File: config.mk
export PLATFORM = sky130hd
export DESIGN_NAME = vga_timing_gen
export DESIGN_NICKNAME = d
export VERILOG_FILES = /design/src/rtl/vga_pkg.sv /design/src/rtl/vga_timing_gen_sync_delay_line.sv /design/src/rtl/vga_timing_gen.sv
export SDC_FILE = /design/constraint.sdc
export NUM_CORES = 1
export LEC_CHECK = 0
export CAP_MARGIN = 30
export CORE_MARGIN = 10
export CORE_UTILIZATION = 30
export DETAILED_ROUTE_END_ITERATION = 8
export DONT_BUFFER_PORTS = 1
export PLACE_DENSITY = 0.46
export SYNTH_ARGS = -nofsm -noshare
export SYNTH_HDL_FRONTEND = slang
export SYNTH_SLANG_ARGS = --single-unit
File: constraint.sdc
create_clock -name clk -period 3.4 [get_ports clk]
set_input_delay 0.68 -clock clk [delete_from_list [all_inputs] [get_ports clk]]
set_output_delay 0.68 -clock clk [all_outputs]
set_load 0.1 [all_outputs]
File: src/rtl/vga_pkg.sv
// -----------------------------------------------------------------------------
// vga_pkg
// Shared 640x480@60 Hz timing defaults, the derived line/frame totals, the
// raster counter width, the layout of the sync/valid control bundle and a
// small half-open range helper used by the sync decoders.
// -----------------------------------------------------------------------------
package vga_pkg;

  localparam int CNT_W = 10;

  localparam int H_VISIBLE_DEF = 640;
  localparam int H_FP_DEF      = 16;
  localparam int H_SYNC_DEF    = 96;
  localparam int H_BP_DEF      = 48;
  localparam int V_VISIBLE_DEF = 480;
  localparam int V_FP_DEF      = 10;
  localparam int V_SYNC_DEF    = 2;
  localparam int V_BP_DEF      = 33;

  localparam int H_TOTAL_DEF = H_VISIBLE_DEF + H_FP_DEF + H_SYNC_DEF + H_BP_DEF;
  localparam int V_TOTAL_DEF = V_VISIBLE_DEF + V_FP_DEF + V_SYNC_DEF + V_BP_DEF;

  // Control bits that travel together through the alignment delay line.
  typedef struct packed {
    logic valid;
    logic hsync;
    logic vsync;
  } vga_ctrl_t;

  // Idle state of the delay line: video invalid, both syncs deasserted (high).
  localparam vga_ctrl_t CTRL_RST = '{valid: 1'b0, hsync: 1'b1, vsync: 1'b1};

  // True when lo <= x < hi (unsigned).
  function automatic logic in_range(input logic [CNT_W-1:0] x,
                                    input logic [CNT_W-1:0] lo,
                                    input logic [CNT_W-1:0] hi);
    return (x >= lo) && (x < hi);
  endfunction

endpackage

File: src/rtl/vga_timing_gen_sync_delay_line.sv
// -----------------------------------------------------------------------------
// sync_delay_line
// DEPTH-stage shift register that advances only when en is high and holds
// otherwise. Each stage resets to RST_VAL so active-low sync bits come out of
// reset deasserted. DEPTH = 0 degenerates to a plain wire.
// Ports:
//   clk  - system clock
//   rst  - synchronous active-high reset
//   en   - shift enable (one pulse per pixel tick)
//   d    - input word
//   q    - word as it was DEPTH enabled shifts earlier
// -----------------------------------------------------------------------------
module sync_delay_line #(
  parameter int               WIDTH   = 3,
  parameter int               DEPTH   = 2,
  parameter logic [WIDTH-1:0] RST_VAL = '0
) (
  input  logic             clk,
  input  logic             rst,
  input  logic             en,
  input  logic [WIDTH-1:0] d,
  output logic [WIDTH-1:0] q
);

  generate
    if (DEPTH == 0) begin : g_pass
      assign q = d;
    end else begin : g_shift
      logic [WIDTH-1:0] r_stage [DEPTH];

      // Shift chain: stage 0 captures d, later stages take their predecessor.
      always_ff @(posedge clk) begin
        if (rst) begin
          for (int k = 0; k < DEPTH; k++) begin
            r_stage[k] <= RST_VAL;
          end
        end else if (en) begin
          r_stage[0] <= d;
          for (int k = 1; k < DEPTH; k++) begin
            r_stage[k] <= r_stage[k-1];
          end
        end
      end

      assign q = r_stage[DEPTH-1];
    end
  endgenerate

endmodule

File: src/rtl/vga_timing_gen.sv
// -----------------------------------------------------------------------------
// vga_timing_gen
// VGA raster timing from the system clock: a pixel-rate enable, horizontal and
// vertical raster counters, active-low syncs decoded from the counters, a
// frame-end pulse, and copies of valid/hsync/vsync delayed by SYNC_DELAY pixel
// ticks to line up with pixel data coming back from the frame-buffer path.
// Ports:
//   clk       - system clock
//   rst       - synchronous active-high reset
//   pix_en    - one-clk pulse per pixel tick
//   h_cnt     - horizontal position 0..H_TOTAL-1
//   v_cnt     - vertical position 0..V_TOTAL-1
//   valid     - inside the visible area
//   hsync     - active-low horizontal sync
//   vsync     - active-low vertical sync
//   frame_end - pulse on the tick that wraps the last pixel of the frame
//   valid_d   - valid delayed by SYNC_DELAY pixel ticks
//   hsync_d   - hsync delayed by SYNC_DELAY pixel ticks
//   vsync_d   - vsync delayed by SYNC_DELAY pixel ticks
// -----------------------------------------------------------------------------
module vga_timing_gen
  import vga_pkg::*;
#(
  parameter int CLK_DIV    = 4,
  parameter int H_VISIBLE  = H_VISIBLE_DEF,
  parameter int H_FP       = H_FP_DEF,
  parameter int H_SYNC     = H_SYNC_DEF,
  parameter int H_BP       = H_BP_DEF,
  parameter int V_VISIBLE  = V_VISIBLE_DEF,
  parameter int V_FP       = V_FP_DEF,
  parameter int V_SYNC     = V_SYNC_DEF,
  parameter int V_BP       = V_BP_DEF,
  parameter int SYNC_DELAY = 2
) (
  input  logic             clk,
  input  logic             rst,
  output logic             pix_en,
  output logic [CNT_W-1:0] h_cnt,
  output logic [CNT_W-1:0] v_cnt,
  output logic             valid,
  output logic             hsync,
  output logic             vsync,
  output logic             frame_end,
  output logic             valid_d,
  output logic             hsync_d,
  output logic             vsync_d
);

  localparam int H_TOTAL = H_VISIBLE + H_FP + H_SYNC + H_BP;
  localparam int V_TOTAL = V_VISIBLE + V_FP + V_SYNC + V_BP;
  localparam int DIV_W   = (CLK_DIV > 1) ? $clog2(CLK_DIV) : 1;

  localparam logic [DIV_W-1:0] DIV_LAST = DIV_W'(CLK_DIV - 1);
  localparam logic [CNT_W-1:0] H_LAST   = CNT_W'(H_TOTAL - 1);
  localparam logic [CNT_W-1:0] V_LAST   = CNT_W'(V_TOTAL - 1);
  localparam logic [CNT_W-1:0] H_VIS_C  = CNT_W'(H_VISIBLE);
  localparam logic [CNT_W-1:0] V_VIS_C  = CNT_W'(V_VISIBLE);
  localparam logic [CNT_W-1:0] HS_START = CNT_W'(H_VISIBLE + H_FP);
  localparam logic [CNT_W-1:0] HS_END   = CNT_W'(H_VISIBLE + H_FP + H_SYNC);
  localparam logic [CNT_W-1:0] VS_START = CNT_W'(V_VISIBLE + V_FP);
  localparam logic [CNT_W-1:0] VS_END   = CNT_W'(V_VISIBLE + V_FP + V_SYNC);

  logic [DIV_W-1:0] r_div_cnt;
  logic [DIV_W-1:0] w_div_next;
  logic             r_pix_en;
  logic [CNT_W-1:0] r_h_cnt;
  logic [CNT_W-1:0] r_v_cnt;
  vga_ctrl_t        w_ctrl;
  vga_ctrl_t        w_ctrl_d;
  logic             w_frame_end;

  // Next divider value; wraps at CLK_DIV-1 (stays 0 when CLK_DIV is 1).
  always_comb begin
    w_div_next = {DIV_W{1'b0}};
    if (r_div_cnt == DIV_LAST) begin
      w_div_next = {DIV_W{1'b0}};
    end else begin
      w_div_next = r_div_cnt + DIV_W'(1);
    end
  end

  // Divider and pixel enable. pix_en is registered from the next divider value
  // so it is high during the cycle in which div_cnt reads CLK_DIV-1.
  always_ff @(posedge clk) begin
    if (rst) begin
      r_div_cnt <= {DIV_W{1'b0}};
      r_pix_en  <= 1'b0;
    end else begin
      r_div_cnt <= w_div_next;
      r_pix_en  <= (w_div_next == DIV_LAST);
    end
  end

  // Raster counters: h advances every pixel tick, v advances on each h wrap.
  always_ff @(posedge clk) begin
    if (rst) begin
      r_h_cnt <= {CNT_W{1'b0}};
      r_v_cnt <= {CNT_W{1'b0}};
    end else if (r_pix_en) begin
      if (r_h_cnt == H_LAST) begin
        r_h_cnt <= {CNT_W{1'b0}};
        if (r_v_cnt == V_LAST) begin
          r_v_cnt <= {CNT_W{1'b0}};
        end else begin
          r_v_cnt <= r_v_cnt + CNT_W'(1);
        end
      end else begin
        r_h_cnt <= r_h_cnt + CNT_W'(1);
      end
    end
  end

  // Visible-area and sync decode straight from the registered counters.
  always_comb begin
    w_ctrl       = CTRL_RST;
    w_ctrl.valid = (r_h_cnt < H_VIS_C) && (r_v_cnt < V_VIS_C);
    w_ctrl.hsync = ~in_range(r_h_cnt, HS_START, HS_END);
    w_ctrl.vsync = ~in_range(r_v_cnt, VS_START, VS_END);
  end

  assign w_frame_end = r_pix_en && (r_h_cnt == H_LAST) && (r_v_cnt == V_LAST);

  sync_delay_line #(
    .WIDTH   ($bits(vga_ctrl_t)),
    .DEPTH   (SYNC_DELAY),
    .RST_VAL (CTRL_RST)
  ) u_delay (
    .clk (clk),
    .rst (rst),
    .en  (r_pix_en),
    .d   (w_ctrl),
    .q   (w_ctrl_d)
  );

  assign pix_en    = r_pix_en;
  assign h_cnt     = r_h_cnt;
  assign v_cnt     = r_v_cnt;
  assign valid     = w_ctrl.valid;
  assign hsync     = w_ctrl.hsync;
  assign vsync     = w_ctrl.vsync;
  assign frame_end = w_frame_end;
  assign valid_d   = w_ctrl_d.valid;
  assign hsync_d   = w_ctrl_d.hsync;
  assign vsync_d   = w_ctrl_d.vsync;

endmodule
==> flow_metrics.tcl <==
set metrics [dict create \
    switching_share_pct 24.2 \
    place_ws_ns 0.940 \
    grt-busiest-layer "met2" \
    leakage_nw 0.607 \
    slowest_delay_ns 0.71 \
    layout-drive-gt1-share_pct 20.2 \
    syn-cell-area_mm2 0.00137 \
    drv_slew 0 \
    max-slew-margin-rel_pct 36.4 \
    routed_via_density 5.03 \
    r2r-start "h_cnt[1]$_SDFFE_PP0P_" \
    wirelength_mm 3.41 \
    grt_pass1_wl_mm 5.72 \
    num_vias 1156 \
    critical_path_class "reg -> out" \
    worst_slack_ns 0.635 \
    clockBufferDepth 2 \
    drt_first_iter_violations 64 \
    hold_path.class "in -> reg" \
    setup_viol 0 \
    port_buffers 0 \
    cp.required_ns 2.72 \
    reg2reg_depth 5 \
    dpl.hpwl_mm 2.58 \
    cts_tree "done" \
    hold_buffers 0 \
    timing.final.crit_share_pct 81.3 \
    initial_core_util_pct 31.2 \
    status "completed" \
    die_area_mm2 0.00765 \
    p_per_area_mw_per_mm2 395 \
    avgSynthCellArea_um2 9.05 \
    drt_pass1_iterations 4 \
    grt_max_degree 19 \
    p_total_uw 669 \
    remaining_drc_errors 0 \
    hold_depth 1 \
    yosys_warnings 0 \
    p_switching_uw 162 \
    slowest_stage "or4_1" \
    first_global_vias 1122 \
    start_kind "flip-flop" \
    p_clk_share_pct 40.1 \
    p_comb_share_pct 5.1 \
    synth.distinct_cells 30 \
    pwr-share-seq_pct 54.8 \
    r2r_setup_slack_ns 1.17 \
    fillers 445 \
    timing.rr.end "v_cnt[8]$_SDFFE_PP0P_" \
    min_from "rst" \
    die_w_um 87.5 \
    cts-resized-gates 0 \
    place_congestion 0.817 \
    cap_violations 0 \
    clk_pin_slew_ns 0.07 \
    syn_inst 151 \
    fmax_mhz 362 \
    grt_use_total_pct 9.49 \
    use_met2_pct 14.5 \
    path_delay_family "simple AND/OR/NAND/NOR gates" \
    cts.sinks 29 \
    crit_chain "ha_1 > nand3b_1 > or4_1 > nor2_4 > buf_12" \
    num_antenna_cells 0 \
    cts-root-buf "clkbuf_8" \
    use_met1_pct 11.0 \
    worstPathArrival_ns 2.09 \
    ir_drop_mv 0.163 \
    numCtsBuffers 5 \
    finalHoldViolations 0 \
    grtUsageMet3_pct 4.78 \
    path_buf_inv 1 \
    startpoint "h_cnt[1]$_SDFFE_PP0P_" \
    p_int_uw 507 \
    rsz0062_at_grt "no" \
    tightest_slew_ns 0.953 \
    seq_area_um2 641 \
    antenna_left 0 \
    coreArea_mm2 0.00438 \
    antenna_found_initial 0 \
    cts_setup_buffers 0 \
    setup_tns_ns 0 \
    ios 30 \
    yosysSeqAreaShare_pct 46.9 \
    htree_num_levels 2 \
    grt-ovfl-total 0 \
    rows 24 \
    ys_ff_latch 29 \
    finClkSkew_ns 0.00750 \
    critPathMaxFanout 18 \
    layout_min_cycle_time_ns 2.77 \
    area_delta_synth_final_pct 23.9 \
    die_h_um 87.5 \
    synth_fp_nets 159 \
    clk_latency_ns 0.28 \
    fin_nets 185 \
    worst_hold_slack_ns 0.462 \
    routedWlPerCell_um 14.8 \
    hold_end "h_cnt[1]$_SDFFE_PP0P_" \
    post-route-util_pct 38.6 \
    critPathCaptureType "output pin" \
    multi_input_area_um2 693 \
]
worst max path at each step:
stage	end	slack [ns]	depth (start not counted)
CTS	frame_end	0.62	5
floorplan	frame_end	0.005	6
detailed placement	frame_end	0.94	5
global placement	frame_end	1.0	5
global route	frame_end	0.51	5
finish	frame_end	0.63	5
per-stage QoR:
step | cell area (um^2) | instances
2_1_floorplan | 1370 | 151
3_3_place_gp | 1610 | 222
3_5_place_dp | 1610 | 222
4_1_cts | 1690 | 230
5_1_grt | 1690 | 230
6_report | 1690 | 230
cell families (layout without fill, tap and decap cells):
| logic type | after synthesis | in the layout | synth area share [%] |
|---|---|---|---|
| and+or+nand+nor | 74 | 74 | 29.9 |
| DFF | 29 | 29 | 46.9 |
| AOI/OAI and AO/OA | 22 | 22 | 8.88 |
| buffers and inverters | 11 | 38 | 3.11 |
| xor gates and xnor gates | 9 | 9 | 5.77 |
| adders and majority gates | 6 | 6 | 5.49 |
routing by layer:
layer  share of wire, %  vias up
met4                1.3        0
met3                6.1        6
li1                   -      591
met1                 45      538
met5                  0        -
met2                 47       21
cells in the mapped netlist (all sizes together):
master / count / area [um^2]
xnor2: 2 / 17.5
edfxtp: 6 / 180
or2: 3 / 18.8
a21oi: 11 / 55.1
o21bai: 1 / 11.3
o21ai: 8 / 40.0
nand2b: 2 / 12.5
nand2: 10 / 37.5
nor4: 2 / 12.5
nor4b: 1 / 8.76
and4: 1 / 8.76
nor2: 14 / 52.6
or4: 4 / 30.0
ha: 6 / 75.1
and3: 2 / 12.5
nand3: 7 / 35.0
xor2: 7 / 61.3
and2: 4 / 25.0
clkbuf: 3 / 11.3
o31ai: 2 / 15.0
or3: 9 / 56.3
dfxtp: 23 / 460
nor3: 1 / 5.00
nor2b: 2 / 12.5
buf: 1 / 5.00
nand3b: 4 / 30.0
nand4: 8 / 50.1
inv: 7 / 26.3
flip-flops by register name (all words and copies together) (netlist names):
register / count
u_delay.g_shift.r_stage: 6
v_cnt: 10
pix_en: 1
r_div_cnt: 2
h_cnt: 10
area by class of cell:
type,instances,area share [%]
Clock buffer,6,4.29
Clock inverter,2,0.591
Inverter,7,1.55
Multi-Input combinational cell,111,40.9
Sequential cell,29,37.8
Tap cell,52,3.84
Timing Repair Buffer,23,10.9
power by group through the flow:
stage                     clock, mW  combinational (mW)  sequential, mW
after floorplan                   0              0.0150           0.387
final                         0.268              0.0343           0.367
after global routing          0.295              0.0383           0.367
after detailed placement          0              0.0350           0.374
after CTS                     0.279              0.0348           0.367
after global placement            0              0.0338           0.374
cells in the final DEF, fill, tap and decap left out, drive strengths merged, types with 2 or more instances in the layout:
cell type / n
clkbuf: 6
a21oi: 11
nor2b: 2
nand4: 8
xor2: 7
nand2: 10
xnor2: 2
nand3: 7
ha: 6
o21ai: 8
clkinv: 2
nor2: 14
buf: 23
nor4: 2
nand2b: 2
and2: 4
o31ai: 2
edfxtp: 6
inv: 7
dfxtp: 23
or2: 3
or3: 9
or4: 4
and3: 2
nand3b: 4
(Power assumes the default switching activity.)
